## src/rtl/morph_pkg.sv

```systemverilog
`default_nettype none
// +--------------------------------------------------------------------+
// | morph_pkg : shared types and tap-reduction helpers for morph_stream |
// | Revision  : 1.0                                                     |
// +--------------------------------------------------------------------+
package morph_pkg;

  typedef enum logic [1:0] {
    MODE_ERODE  = 2'd0,
    MODE_DILATE = 2'd1,
    MODE_MAJ    = 2'd2,
    MODE_BYPASS = 2'd3
  } mode_t;

  typedef enum logic [1:0] {
    IDLE  = 2'd0,
    FILL  = 2'd1,
    RUN   = 2'd2,
    FLUSH = 2'd3
  } state_t;

  // Largest window (7x7) the helpers have to cover.
  localparam int c_TAPS_MAX = 49;

  function automatic logic [5:0] popcount(input logic [c_TAPS_MAX-1:0] v);
    logic [5:0] n;
    n = '0;
    for (int i = 0; i < c_TAPS_MAX; i++) begin
      n = n + {5'd0, v[i]};
    end
    return n;
  endfunction

  function automatic int maj_threshold(input int k);
    return (k * k) / 2;
  endfunction

endpackage
`default_nettype wire

```

## src/rtl/morph_window.sv

```systemverilog
`default_nettype none
// +--------------------------------------------------------------------+
// | morph_window : K-1 line buffers plus KxK window over a pixel stream |
// | Revision     : 1.0                                                  |
// +--------------------------------------------------------------------+
module morph_window #(
  parameter int IMG_W = 256,
  parameter int K     = 3
) (
  input  logic           clk,
  input  logic           rst,
  input  logic           i_shift,
  input  logic           i_din,
  output logic [K*K-1:0] o_window
);

  // Tap (r,c) is the sample (K-1-r) rows and (K-1-c) columns older than the
  // newest one; rows above the bottom are served from the line buffers.
  localparam int c_LEN = (K - 1) * IMG_W + K - 1;

  logic [c_LEN-1:0] r_hist;

  always_ff @(posedge clk or posedge rst) begin
    if (rst) begin
      r_hist <= '0;
    end else if (i_shift) begin
      r_hist <= {r_hist[c_LEN-2:0], i_din};
    end
  end

  // The bus shows the window as it stands after this cycle's shift, so the
  // filtered result can be registered on the same edge as the accept.
  for (genvar r = 0; r < K; r++) begin : g_row
    for (genvar c = 0; c < K; c++) begin : g_col
      localparam int c_DLY = (K - 1 - r) * IMG_W + (K - 1 - c);
      if (c_DLY == 0) begin : g_live
        assign o_window[r*K+c] = i_din;
      end else begin : g_hist
        assign o_window[r*K+c] = r_hist[c_DLY-1];
      end
    end
  end

endmodule
`default_nettype wire

```

## src/rtl/morph_stream.sv

```systemverilog
`default_nettype none
// +--------------------------------------------------------------------+
// | morph_stream : streaming binary erode/dilate/majority/bypass filter |
// | Revision     : 1.0                                                  |
// +--------------------------------------------------------------------+
module morph_stream
  import morph_pkg::*;
#(
  parameter int   IMG_W      = 256,
  parameter int   IMG_H      = 128,
  parameter int   K          = 3,
  parameter logic BORDER_VAL = 1'b0
) (
  input  logic       clk,
  input  logic       rst,
  input  logic [1:0] i_mode,
  input  logic       i_in_valid,
  input  logic       i_in_pixel,
  output logic       o_in_ready,
  output logic       o_out_valid,
  output logic       o_out_pixel,
  output logic       o_out_sof,
  output logic       o_out_eof,
  output logic       o_busy
);

  localparam int R  = K / 2;
  localparam int XW = (IMG_W > 1) ? $clog2(IMG_W) : 1;
  localparam int YW = (IMG_H > 1) ? $clog2(IMG_H) : 1;
  localparam int CW = $clog2(K * K + 1);

  localparam logic [XW-1:0] c_X_LAST = XW'(IMG_W - 1);
  localparam logic [YW-1:0] c_Y_LAST = YW'(IMG_H - 1);
  localparam logic [XW-1:0] c_X_R    = XW'(R);
  localparam logic [YW-1:0] c_Y_R    = YW'(R);
  localparam logic [XW-1:0] c_X_ONE  = XW'(1);
  localparam logic [YW-1:0] c_Y_ONE  = YW'(1);

  state_t        r_state;
  mode_t         r_mode_q;
  logic [XW-1:0] r_in_x, r_out_x;
  logic [YW-1:0] r_in_y, r_out_y;
  logic          r_in_ready, r_out_valid, r_out_pixel, r_out_sof, r_out_eof, r_busy;

  logic                  w_accept, w_inject, w_shift, w_din, w_emit;
  logic                  w_in_last, w_fill_done, w_out_first, w_out_last, w_result;
  logic [K*K-1:0]        w_window, w_taps;
  logic [c_TAPS_MAX-1:0] w_taps_ext;
  logic [CW-1:0]         w_count;

  assign w_accept    = i_in_valid && r_in_ready;
  assign w_inject    = (r_state == FLUSH);
  assign w_shift     = w_accept || w_inject;
  assign w_din       = w_inject ? BORDER_VAL : i_in_pixel;
  assign w_in_last   = (r_in_x == c_X_LAST) && (r_in_y == c_Y_LAST);
  assign w_fill_done = (r_in_x == c_X_R) && (r_in_y == c_Y_R);
  assign w_out_first = (r_out_x == '0) && (r_out_y == '0);
  assign w_out_last  = (r_out_x == c_X_LAST) && (r_out_y == c_Y_LAST);
  assign w_emit      = w_inject ||
                       (w_accept && ((r_state == RUN) || ((r_state == FILL) && w_fill_done)));

  morph_window #(
    .IMG_W (IMG_W),
    .K     (K)
  ) u_window (
    .clk      (clk),
    .rst      (rst),
    .i_shift  (w_shift),
    .i_din    (w_din),
    .o_window (w_window)
  );

  // Taps falling outside the frame around the current output pixel read the
  // border value; this also hides wrapped rows and the previous frame.
  always_comb begin
    w_taps = '0;
    for (int r = 0; r < K; r++) begin
      for (int c = 0; c < K; c++) begin
        if ((int'(r_out_x) + c - R >= 0) && (int'(r_out_x) + c - R < IMG_W) &&
            (int'(r_out_y) + r - R >= 0) && (int'(r_out_y) + r - R < IMG_H)) begin
          w_taps[r*K+c] = w_window[r*K+c];
        end else begin
          w_taps[r*K+c] = BORDER_VAL;
        end
      end
    end
  end

  always_comb begin
    w_taps_ext              = '0;
    w_taps_ext[K*K-1:0]     = w_taps;
    w_count                 = CW'(popcount(w_taps_ext));
    w_result                = 1'b0;
    case (r_mode_q)
      MODE_ERODE:  w_result = &w_taps;
      MODE_DILATE: w_result = |w_taps;
      MODE_MAJ:    w_result = (w_count > CW'(maj_threshold(K)));
      default:     w_result = w_taps[R*K+R];
    endcase
  end

  always_ff @(posedge clk or posedge rst) begin
    if (rst) begin
      r_state     <= IDLE;
      r_mode_q    <= MODE_ERODE;
      r_in_x      <= '0;
      r_in_y      <= '0;
      r_out_x     <= '0;
      r_out_y     <= '0;
      r_in_ready  <= 1'b1;
      r_out_valid <= 1'b0;
      r_out_pixel <= 1'b0;
      r_out_sof   <= 1'b0;
      r_out_eof   <= 1'b0;
      r_busy      <= 1'b0;
    end else begin
      r_out_valid <= w_emit;
      r_out_pixel <= w_emit && w_result;
      r_out_sof   <= w_emit && w_out_first;
      r_out_eof   <= w_emit && w_out_last;

      if (w_emit) begin
        if (r_out_x == c_X_LAST) begin
          r_out_x <= '0;
          r_out_y <= (r_out_y == c_Y_LAST) ? '0 : r_out_y + c_Y_ONE;
        end else begin
          r_out_x <= r_out_x + c_X_ONE;
        end
      end

      if (w_accept) begin
        if (r_in_x == c_X_LAST) begin
          r_in_x <= '0;
          r_in_y <= (r_in_y == c_Y_LAST) ? '0 : r_in_y + c_Y_ONE;
        end else begin
          r_in_x <= r_in_x + c_X_ONE;
        end
      end

      case (r_state)
        IDLE: if (w_accept) begin
          r_mode_q <= mode_t'(i_mode);
          r_busy   <= 1'b1;
          r_state  <= FILL;
        end
        FILL: if (w_accept && w_fill_done) begin
          r_state <= RUN;
        end
        RUN: if (w_accept && w_in_last) begin
          r_in_ready <= 1'b0;
          r_state    <= FLUSH;
        end
        FLUSH: if (w_out_last) begin
          r_in_ready <= 1'b1;
          r_busy     <= 1'b0;
          r_state    <= IDLE;
        end
      endcase
    end
  end

  assign o_in_ready  = r_in_ready;
  assign o_out_valid = r_out_valid;
  assign o_out_pixel = r_out_pixel;
  assign o_out_sof   = r_out_sof;
  assign o_out_eof   = r_out_eof;
  assign o_busy      = r_busy;

endmodule
`default_nettype wire

```

## config.mk

```make
export PLATFORM = sky130hd
export DESIGN_NAME = morph_stream
export DESIGN_NICKNAME = d
export VERILOG_FILES = /design/src/rtl/morph_pkg.sv /design/src/rtl/morph_window.sv /design/src/rtl/morph_stream.sv
export SDC_FILE = /design/constraint.sdc
export NUM_CORES = 1
export LEC_CHECK = 0
export CELL_PAD_IN_SITES_DETAIL_PLACEMENT = 0
export CELL_PAD_IN_SITES_GLOBAL_PLACEMENT = 1
export CORE_MARGIN = 5
export CORE_UTILIZATION = 61
export CTS_BUF_LIST = sky130_fd_sc_hd__clkbuf_8
export CTS_CLUSTER_DIAMETER = 150
export DETAILED_ROUTE_END_ITERATION = 10
export PLACE_DENSITY_LB_ADDON = 0.1
export SLEW_MARGIN = 20
export SYNTH_ARGS = -nofsm -noshare
export SYNTH_HDL_FRONTEND = slang
export SYNTH_SLANG_ARGS = --single-unit
```

## constraint.sdc

```tcl
create_clock -name clk -period 35.4 [get_ports clk]
set_input_delay 8.85 -clock clk [delete_from_list [all_inputs] [get_ports clk]]
set_output_delay 8.85 -clock clk [all_outputs]
set_load 0.01 [all_outputs]
```

==> flow_metrics.tcl, run 1 <==
set metrics [dict create \
    outcome "complete, no violations" \
    synth_largest_area_cell "dfrtp_1" \
    fillers 2401 \
    die_area_um2 38900 \
    final.setup.worst_slack_ns 23.18 \
    io_pins 12 \
    fmax_mhz 81.8 \
    cts_tree "yes" \
    crit_required_ns 35.89 \
    grt_pass1_wl_um 50800 \
    synth.area.top_cells "dfrtp_1 (65%), mux2_2 (24%), mux2_1 (2.7%), buf_2 (1.4%), ha_1 (0.99%)" \
    diodes 0 \
    ctsHtreeMaxLevel 3 \
    r2r_start "r_out_x[0]" \
    drive_above_1_share_pct 42.2 \
    first_pass_iters 4 \
    synthCells 1332 \
    slowest_stage "buf_4" \
    startpoint_type "input port" \
    arrival_ns 12.71 \
    cp_max_fo 86 \
    final_nets 1409 \
    async_flop_share_pct 100 \
    synth_top_family_by_area "multiplexers" \
    antenna_left 0 \
    vias_per_cell 5.41 \
    yosysMostFrequentCell "dfrtp_1" \
    area.sequential_um2 13900 \
    antenna_found_initial 0 \
    synth-compound-area-share_pct 1.32 \
    cts_resized 0 \
    synthMuxAreaShare_pct 27.2 \
    ys_seq_area_share_pct 64.8 \
    syn-num-nets 1360 \
    setup_viol 0 \
    fp.dieH_um 197 \
    p_leak_uw 0.0123 \
    wl_um 28100 \
    critical-path-top-cell-by-count "buf_4" \
    dpl_cell_area_um2 21900 \
    finalPower_uw 1250 \
    worst_pin_slew_ns 1.01 \
    fp-row-count 68 \
    setup_tns_ns 0 \
    synth_seq_cells 554 \
    rsz0062_at_grt "no" \
    fin_worst_skew_ns 0.0227 \
    initialDrtViolationCount 427 \
    synthFlopType "dfrtp_1" \
    setup.worst_path.end_class "register" \
    hp-start "u_window.r_hist[254]" \
    slew_headroom_pct 32.8 \
    synthXorXnorAreaFrac_pct 0.737 \
    ir_drop_v 0.0000572 \
    num_vias 10300 \
    area_growth_syn_to_layout_pct 10.5 \
    wl_per_cell_um 14.8 \
    post-cts-setup-buffers 0 \
    grt_pass1_vias 10800 \
    crit_path_max_incr_delay_ns 0.89 \
    ys_warn_count 0 \
    critPathBufInv 3 \
    yosysTopAreaCellShare_pct 64.7 \
    path_cells "clkdlybuf4s50_1, and2_1, nor2_4, buf_4, buf_4, mux2_2" \
    hold_violations 0 \
    clk_latency_ns 0.63 \
    place_ws_ns 22.53 \
    post-route-period-util_pct 34.5 \
    path_clk_slew_ns 0.06 \
    grt_use_total_pct 15.3 \
    clockRootBuffer "clkbuf_8" \
    multi_input_area_um2 7160 \
    core_um2 34600 \
    min_path_type "register to register" \
    die_w_um 197 \
    drcViolationCount 0 \
    powerDensity_nw_per_um2 52.9 \
    clock-sinks 554 \
    synth_common_cells "dfrtp_1 (553), mux2_2 (464), buf_2 (58)" \
    cts_buffers 86 \
    grt_max_degree 194 \
    yosys.area_share.adder_pct 1.46 \
    period_minus_slack_ns 12.22 \
    fin_util_pct 68.3 \
    cts_buffer_depth 3 \
    path_class "input port to register" \
    cp.depth 6 \
    synthDistinctLibCells 50 \
    port_buffers 11 \
    initial_utilization_pct 61.8 \
    cts_hold_buffers 0 \
    overflow 0 \
    critPathTopFamily "buffers and inverters" \
    cap_violations 0 \
    finish.instance_area_um2 23600 \
    avgSynthCellArea_um2 16.1 \
    gp_congestion 0.739 \
    synth-edff-count 0 \
    r2r_cells 17 \
    netlist_area_um2 21400 \
    synthSimpleGateAreaFrac_pct 2.69 \
    startpoint "i_in_valid" \
    dp_hpwl_um 15600 \
    hold_depth 1 \
    drv_slew 0 \
]
## state kept, by name, indices dropped and copies added (netlist names)
signal	count
u_window.r_hist	514
r_in_x	8
r_out_x	8
r_in_y	7
r_out_y	7
r_mode_q	2
r_state	2
o_busy	1
o_in_ready	1
o_out_eof	1
o_out_pixel	1
o_out_sof	1
o_out_valid	1
## layout make-up
class	count	area share [%]
inverter	20	0.349
tap	455	2.41
clock inverter	41	1.19
multi-input combinational	698	30.3
timing repair buffer	21	0.868
clock buffer	108	6.29
sequential	554	58.6
## cell usage in the layout (no fill, tap or decap), drive strengths merged, types with 3 or more instances in the layout
| cell | instances |
|---|---|
| buf | 10 |
| clkinv | 4 |
| clkdlybuf4s50 | 11 |
| dfrtp | 553 |
| nand3 | 10 |
| nand2 | 34 |
| nor2 | 12 |
| bufinv | 4 |
| mux2i | 3 |
| clkbuf | 108 |
| or3 | 3 |
| inv | 52 |
| and2 | 5 |
| fa | 5 |
| o21ai | 13 |
| a21oi | 10 |
| nand4 | 12 |
| nor3 | 4 |
| ha | 17 |
| xor2 | 6 |
| xnor2 | 12 |
| mux2 | 515 |
| and3 | 8 |
## through the flow
| stage | hold WS, ns | std cells |
|---|---|---|
| CTS | 0.456 | 1897 |
| finish | 0.469 | 1897 |
| global route | 0.493 | 1897 |
| floorplan | 0.452 | 1332 |
| global placement | 0.461 | 1748 |
| detailed placement | 0.465 | 1748 |
## power by group
| group | internal (µW) | switching, µW | leakage (µW) | total (µW) |
|---|---|---|---|---|
| clock network | 303 | 233 | 0.00102 | 536 |
| logic | 24.6 | 30.2 | 0.00363 | 54.8 |
| registers | 650 | 11.5 | 0.00767 | 661 |
| total | 977 | 275 | 0.0123 | 1250 |
## per-layer routing
layer | part of all wire [%] | global-route usage [%] | routed length, µm | up-vias
li1 | - | - | - | 4802
met2 | 45 | 22.4 | 12700 | 116
met3 | 3.2 | 3.79 | 902 | 57
met1 | 49 | 22.2 | 13800 | 5285
met5 | 0 | 0 | 0 | -
met4 | 2.4 | 6.11 | 664 | 0
## logic make-up (layout without fill, tap and decap cells)
family                     after synthesis  in the layout
DFF                                    554            554
xor gates and xnor gates                18             18
adders and majority gates               22             22
AOI/OAI and AO/OA                       41             41
buffers and inverters                   80            190
muxes                                  518            518
and+or+nand+nor                         99             99
## worst paths after layout
check	to	slack, ns
worst min-delay path	u_window.r_hist[255]	0.47
min in group asynchronous	u_window.r_hist[253]	8.79
worst max register to register	o_out_pixel	30.87
worst max-delay path	u_window.r_hist[397]	23.18
worst min register to register	u_window.r_hist[255]	0.47
max in group asynchronous	u_window.r_hist[347]	23.80
No activity file was read; power rests on OpenSTA's default activity.
==> run 2, diff against run 1 <==
--- a/config.mk
+++ b/config.mk
@@ -8,7 +8,7 @@
 export CELL_PAD_IN_SITES_DETAIL_PLACEMENT = 0
 export CELL_PAD_IN_SITES_GLOBAL_PLACEMENT = 1
 export CORE_MARGIN = 5
-export CORE_UTILIZATION = 61
+export CORE_UTILIZATION = 56
 export CTS_BUF_LIST = sky130_fd_sc_hd__clkbuf_8
 export CTS_CLUSTER_DIAMETER = 150
 export DETAILED_ROUTE_END_ITERATION = 10
==> constraint.sdc (replaced) <==
create_clock -name clk -period 12.75 [get_ports clk]
set_input_delay 3.1875 -clock clk [delete_from_list [all_inputs] [get_ports clk]]
set_output_delay 3.1875 -clock clk [all_outputs]
set_load 0.01 [all_outputs]
==> flow_metrics.tcl, run 2 (synthesis results as in run 1) <==
set metrics [dict create \
    drv_slew 0 \
    fin_util_pct 62.7 \
    period_minus_slack_ns 6.22 \
    worst_pin_slew_ns 1.03 \
    die_w_um 205 \
    arrival_ns 6.71 \
    first_pass_iters 5 \
    cap_violations 0 \
    wl_per_cell_um 14.2 \
    crit_required_ns 13.23 \
    die_area_um2 42200 \
    grt_max_degree 198 \
    fp.dieH_um 205 \
    clock-sinks 554 \
    drcViolationCount 0 \
    num_vias 10300 \
    clk_latency_ns 0.61 \
    cts_hold_buffers 0 \
    setup_tns_ns 0 \
    hold_violations 0 \
    slew_headroom_pct 31.4 \
    path_cells "clkdlybuf4s50_1, and2_1, nor2_4, buf_4, buf_4, mux2_2" \
    area_growth_syn_to_layout_pct 10.4 \
    diodes 0 \
    cts_tree "yes" \
    p_leak_uw 0.0123 \
    cts_buffer_depth 3 \
    setup.worst_path.end_class "register" \
    fmax_mhz 161 \
    grt_use_total_pct 14.1 \
    path_class "input port to register" \
    crit_path_max_incr_delay_ns 0.90 \
    grt_pass1_wl_um 50900 \
    final_nets 1410 \
    wl_um 27900 \
    top_regs "u_window.r_hist: 514 flops, r_in_x: 8 flops, r_out_x: 8 flops" \
    gp_congestion 0.738 \
    r2r_cells 17 \
    overflow 0 \
    powerDensity_nw_per_um2 143 \
    post-cts-setup-buffers 0 \
    critical-path-top-cell-by-count "buf_4" \
    cts_resized 0 \
    port_buffers 11 \
    hold_depth 1 \
    layout_commonest_cell "dfrtp_1" \
    rsz0062_at_grt "no" \
    largest_reg_flops 514 \
    antenna_found_initial 0 \
    slowest_stage "buf_4" \
    path_clk_slew_ns 0.06 \
    clockRootBuffer "clkbuf_8" \
    outcome "complete, no violations" \
    grt_pass1_vias 10900 \
    fp-row-count 71 \
    finalPower_uw 3380 \
    cts_buffers 89 \
    fin_worst_skew_ns 0.0146 \
    min_path_type "register to register" \
    setup_viol 0 \
    vias_per_cell 5.27 \
    io_pins 12 \
    mostFrequentLayoutCells "dfrtp_1 (553), mux2_2 (464), clkbuf_8 (106)" \
    initial_utilization_pct 56.8 \
    ir_drop_v 0.0000947 \
    post-route-period-util_pct 48.8 \
    largest_register "u_window.r_hist" \
    cp_max_fo 84 \
    initialDrtViolationCount 559 \
    ctsHtreeMaxLevel 3 \
    startpoint_type "input port" \
    drive_above_1_share_pct 41.5 \
    antenna_left 0 \
    core_um2 37700 \
    dp_hpwl_um 14900 \
]
run 2: cell types whose count changed in the layout (fill, tap and decap cells not counted), moves of 2 or more:
cell	previous run	this run
inv_1	49	62
inv_8	2	0
buf_12	1	4
buf_4	7	4
bufinv_16	4	0
clkbuf_8	108	106
buf_6	2	0
run 2: worst paths after layout:
check	start	endpoint	slack, ns
hold reg to reg	u_window.r_hist[354]	u_window.r_hist[355]	0.47
max in group asynchronous	rst	u_window.r_hist[91]	7.99
min in group asynchronous	rst	u_window.r_hist[364]	3.21
setup / recovery	i_in_valid	u_window.r_hist[316]	6.53
setup reg to reg	r_out_x[0]	o_out_pixel	8.20
hold / removal	u_window.r_hist[354]	u_window.r_hist[355]	0.47
run 2: layer usage:
layer	vias to the layer above	GRT usage, %	part of all wire (%)
li1	4803	-	-
met1	5352	20.1	50
met2	111	21.0	44
met3	62	3.80	3.4
met4	0	5.53	2.6
met5	-	0	0
run 2: final cells by class:
cell class	instances	area, µm²
clock buffers	106	1460
clock inverters	50	203
fillers	2918	14000
inverters	20	78.8
multi-input cells	698	7160
flip-flops and latches	554	13900
well taps	511	639
repair buffers	19	220
run 2: power breakdown:
group          switching (µW)  leakage [µW]  internal (µW)
combinational            83.9       0.00362           68.9
clock                     644       0.00102            748
sequential               32.1       0.00767           1800
run 2: metrics by stage:
stage | setup WS [ns] | hold WS [ns] | instance area (µm²) | std cells
final | 6.53 | 0.474 | 23600 | 1958
after global placement | 5.95 | 0.462 | 22000 | 1802
after detailed placement | 5.90 | 0.471 | 22000 | 1802
after floorplan | 2.02 | 0.452 | 21400 | 1332
after CTS | 6.56 | 0.484 | 23600 | 1958
after global routing | 6.33 | 0.493 | 23600 | 1958
run 2: worst max-delay path, delay by kind of cell:
family | cells | cell delay, ns
buf+inv | 3 | 2.12
mux | 1 | 0.42
simple gates | 2 | 0.85
==> run 3, diff against run 2 <==
--- a/config.mk
+++ b/config.mk
@@ -8,7 +8,7 @@
 export CELL_PAD_IN_SITES_DETAIL_PLACEMENT = 0
 export CELL_PAD_IN_SITES_GLOBAL_PLACEMENT = 1
 export CORE_MARGIN = 5
-export CORE_UTILIZATION = 56
+export CORE_UTILIZATION = 51
 export CTS_BUF_LIST = sky130_fd_sc_hd__clkbuf_8
 export CTS_CLUSTER_DIAMETER = 150
 export DETAILED_ROUTE_END_ITERATION = 10
==> constraint.sdc (replaced) <==
create_clock -name clk -period 5.65 [get_ports clk]
set_input_delay 1.4125 -clock clk [delete_from_list [all_inputs] [get_ports clk]]
set_output_delay 1.4125 -clock clk [all_outputs]
set_load 0.01 [all_outputs]
==> flow_metrics.tcl, run 3 (synthesis results as in run 1) <==
set metrics [dict create \
    stdcell_count 1999 \
    cts_tree "yes" \
    die_area_um2 46200 \
    p_leak_uw 0.0124 \
    min_path_type "register to register" \
    initial_utilization_pct 51.2 \
    p_seq_share_pct 52.4 \
    vias_per_cell 5.17 \
    fmax_mhz 220 \
    drcViolationCount 0 \
    cts_buffers 91 \
    clock-sinks 554 \
    largest_reg_flops 514 \
    port_buffers 11 \
    critical-path-top-cell-by-count "fa_1" \
    rsz0062_at_grt "no" \
    path_class "register to register" \
    wl_per_cell_um 14.3 \
    hold_violations 0 \
    switchingPower_uw 1770 \
    drv_slew 0 \
    p_int_uw 6130 \
    post-route-period-util_pct 80.6 \
    initialDrtViolationCount 576 \
    cts_hold_buffers 0 \
    antenna_found_initial 0 \
    worst_pin_slew_ns 0.895 \
    outcome "complete, no violations" \
    slowest_stage "fa_1" \
    diodes 0 \
    setup_viol 0 \
    dp_cells 1842 \
    arrival_ns 5.03 \
    dp_hpwl_um 16500 \
    powerDensity_nw_per_um2 328 \
    startpoint_type "register" \
    grt_pass1_wl_um 52900 \
    fp.dieH_um 215 \
    largest_register "u_window.r_hist" \
    clk_latency_ns 0.62 \
    grt_use_total_pct 13.2 \
    setup.worst_path.end_class "register" \
    post-cts-setup-buffers 0 \
    mostFrequentLayoutCells "dfrtp_1 (553), mux2_2 (464), clkbuf_8 (117)" \
    crit_path_max_incr_delay_ns 0.54 \
    switching_share_pct 22.4 \
    layout_commonest_cell "dfrtp_1" \
    antenna_left 0 \
    pwr-share-clk_pct 43.0 \
    finalPower_uw 7900 \
    pwr-share-comb_pct 4.6 \
    cp_max_fo 7 \
    io_pins 12 \
    path_cells "inv_1, ha_1, nor4b_1, nand2_1, and3_1, fa_1, inv_1, fa_1, fa_1, fa_1, inv_1, fa_1, nor2b_1, o311a_1, o21ai_0, nand3_1, o22ai_1" \
    clockRootBuffer "clkbuf_8" \
    path_clk_slew_ns 0.06 \
    wl_um 28600 \
    ir_drop_v 0.000174 \
    area_growth_syn_to_layout_pct 12.4 \
    final_nets 1424 \
    cap_violations 0 \
    cts_resized 0 \
    overflow 0 \
    core_um2 41800 \
    hold_depth 1 \
    cts_buffer_depth 3 \
    first_pass_iters 4 \
    period_minus_slack_ns 4.56 \
    fp-row-count 75 \
    r2r_cells 17 \
    die_w_um 215 \
    gp_congestion 0.749 \
    ctsHtreeMaxLevel 3 \
    crit_required_ns 6.13 \
    fin_worst_skew_ns 0.0189 \
    slew_headroom_pct 40.2 \
    drive_above_1_share_pct 43.2 \
    grt_pass1_vias 11200 \
    num_vias 10300 \
    top_regs "u_window.r_hist: 514 flops, r_in_x: 8 flops, r_out_x: 8 flops" \
    grt_max_degree 102 \
]
[run 3: cell types whose count changed in the layout (fill, tap and decap cells not counted), moves of 3 or more]
| cell | delta |
|---|---|
| inv_1 | -17 |
| buf_12 | +11 |
| clkbuf_8 | +11 |
| clkinv_2 | +3 |
| clkinvlp_4 | +3 |
[run 3: area by class of cell]
type                    count  area, µm²
fillers                  3341      17700
clock buffers             117       1610
clock inverters            40        214
flip-flops and latches    554      13900
repair buffers             31        448
well taps                 539        674
inverters                  20       78.8
multi-input cells         698       7160
[run 3: layer usage]
metal,routed length [µm],vias to the layer above,global-route usage (%)
met3,1040,74,3.39
met2,12900,123,20.2
met5,0,-,0
li1,-,4837,-
met1,13700,5308,18.1
met4,905,0,5.43
[run 3: final timing paths]
path,from,to,slack [ns]
min,u_window.r_hist[342],u_window.r_hist[343],0.47
min reg2reg,u_window.r_hist[342],u_window.r_hist[343],0.47
max,r_out_x[0],o_out_pixel,1.09
max in group asynchronous,rst,u_window.r_hist[296],3.43
max reg2reg,r_out_x[0],o_out_pixel,1.09
min in group asynchronous,rst,u_window.r_hist[404],1.28
[run 3: power groups by stage]
stage,clock network (µW),registers (µW),logic [µW]
CTS,3560,4140,376
floorplan,0,4190,300
global route,3750,4150,409
global placement,0,4210,366
detailed placement,0,4210,374
finish,3400,4140,361
[run 3: worst max-delay path, delay by kind of cell, from the launching register on]
family	cells	cell delay (ns)
flip-flops	1	0.42
adder cells (fa/ha/maj)	6	2.48
AO/OA/AOI/OAI	3	0.33
buffers and inverters	3	0.22
AND/OR/NAND/NOR	5	0.96
[run 3: metrics by stage]
stage | setup slack, ns | util [%] | area (µm²) | hold WS, ns | setup TNS (ns)
detailed placement | 0.680 | 53.2 | 22200 | 0.470 | 0
finish | 1.09 | 57.6 | 24000 | 0.473 | 0
global route | 0.794 | 57.6 | 24000 | 0.499 | 0
floorplan | -3.30 | - | 21400 | 0.452 | -1826.91
CTS | 1.07 | 57.6 | 24000 | 0.479 | 0
global placement | 0.752 | 53.2 | 22200 | 0.462 | 0
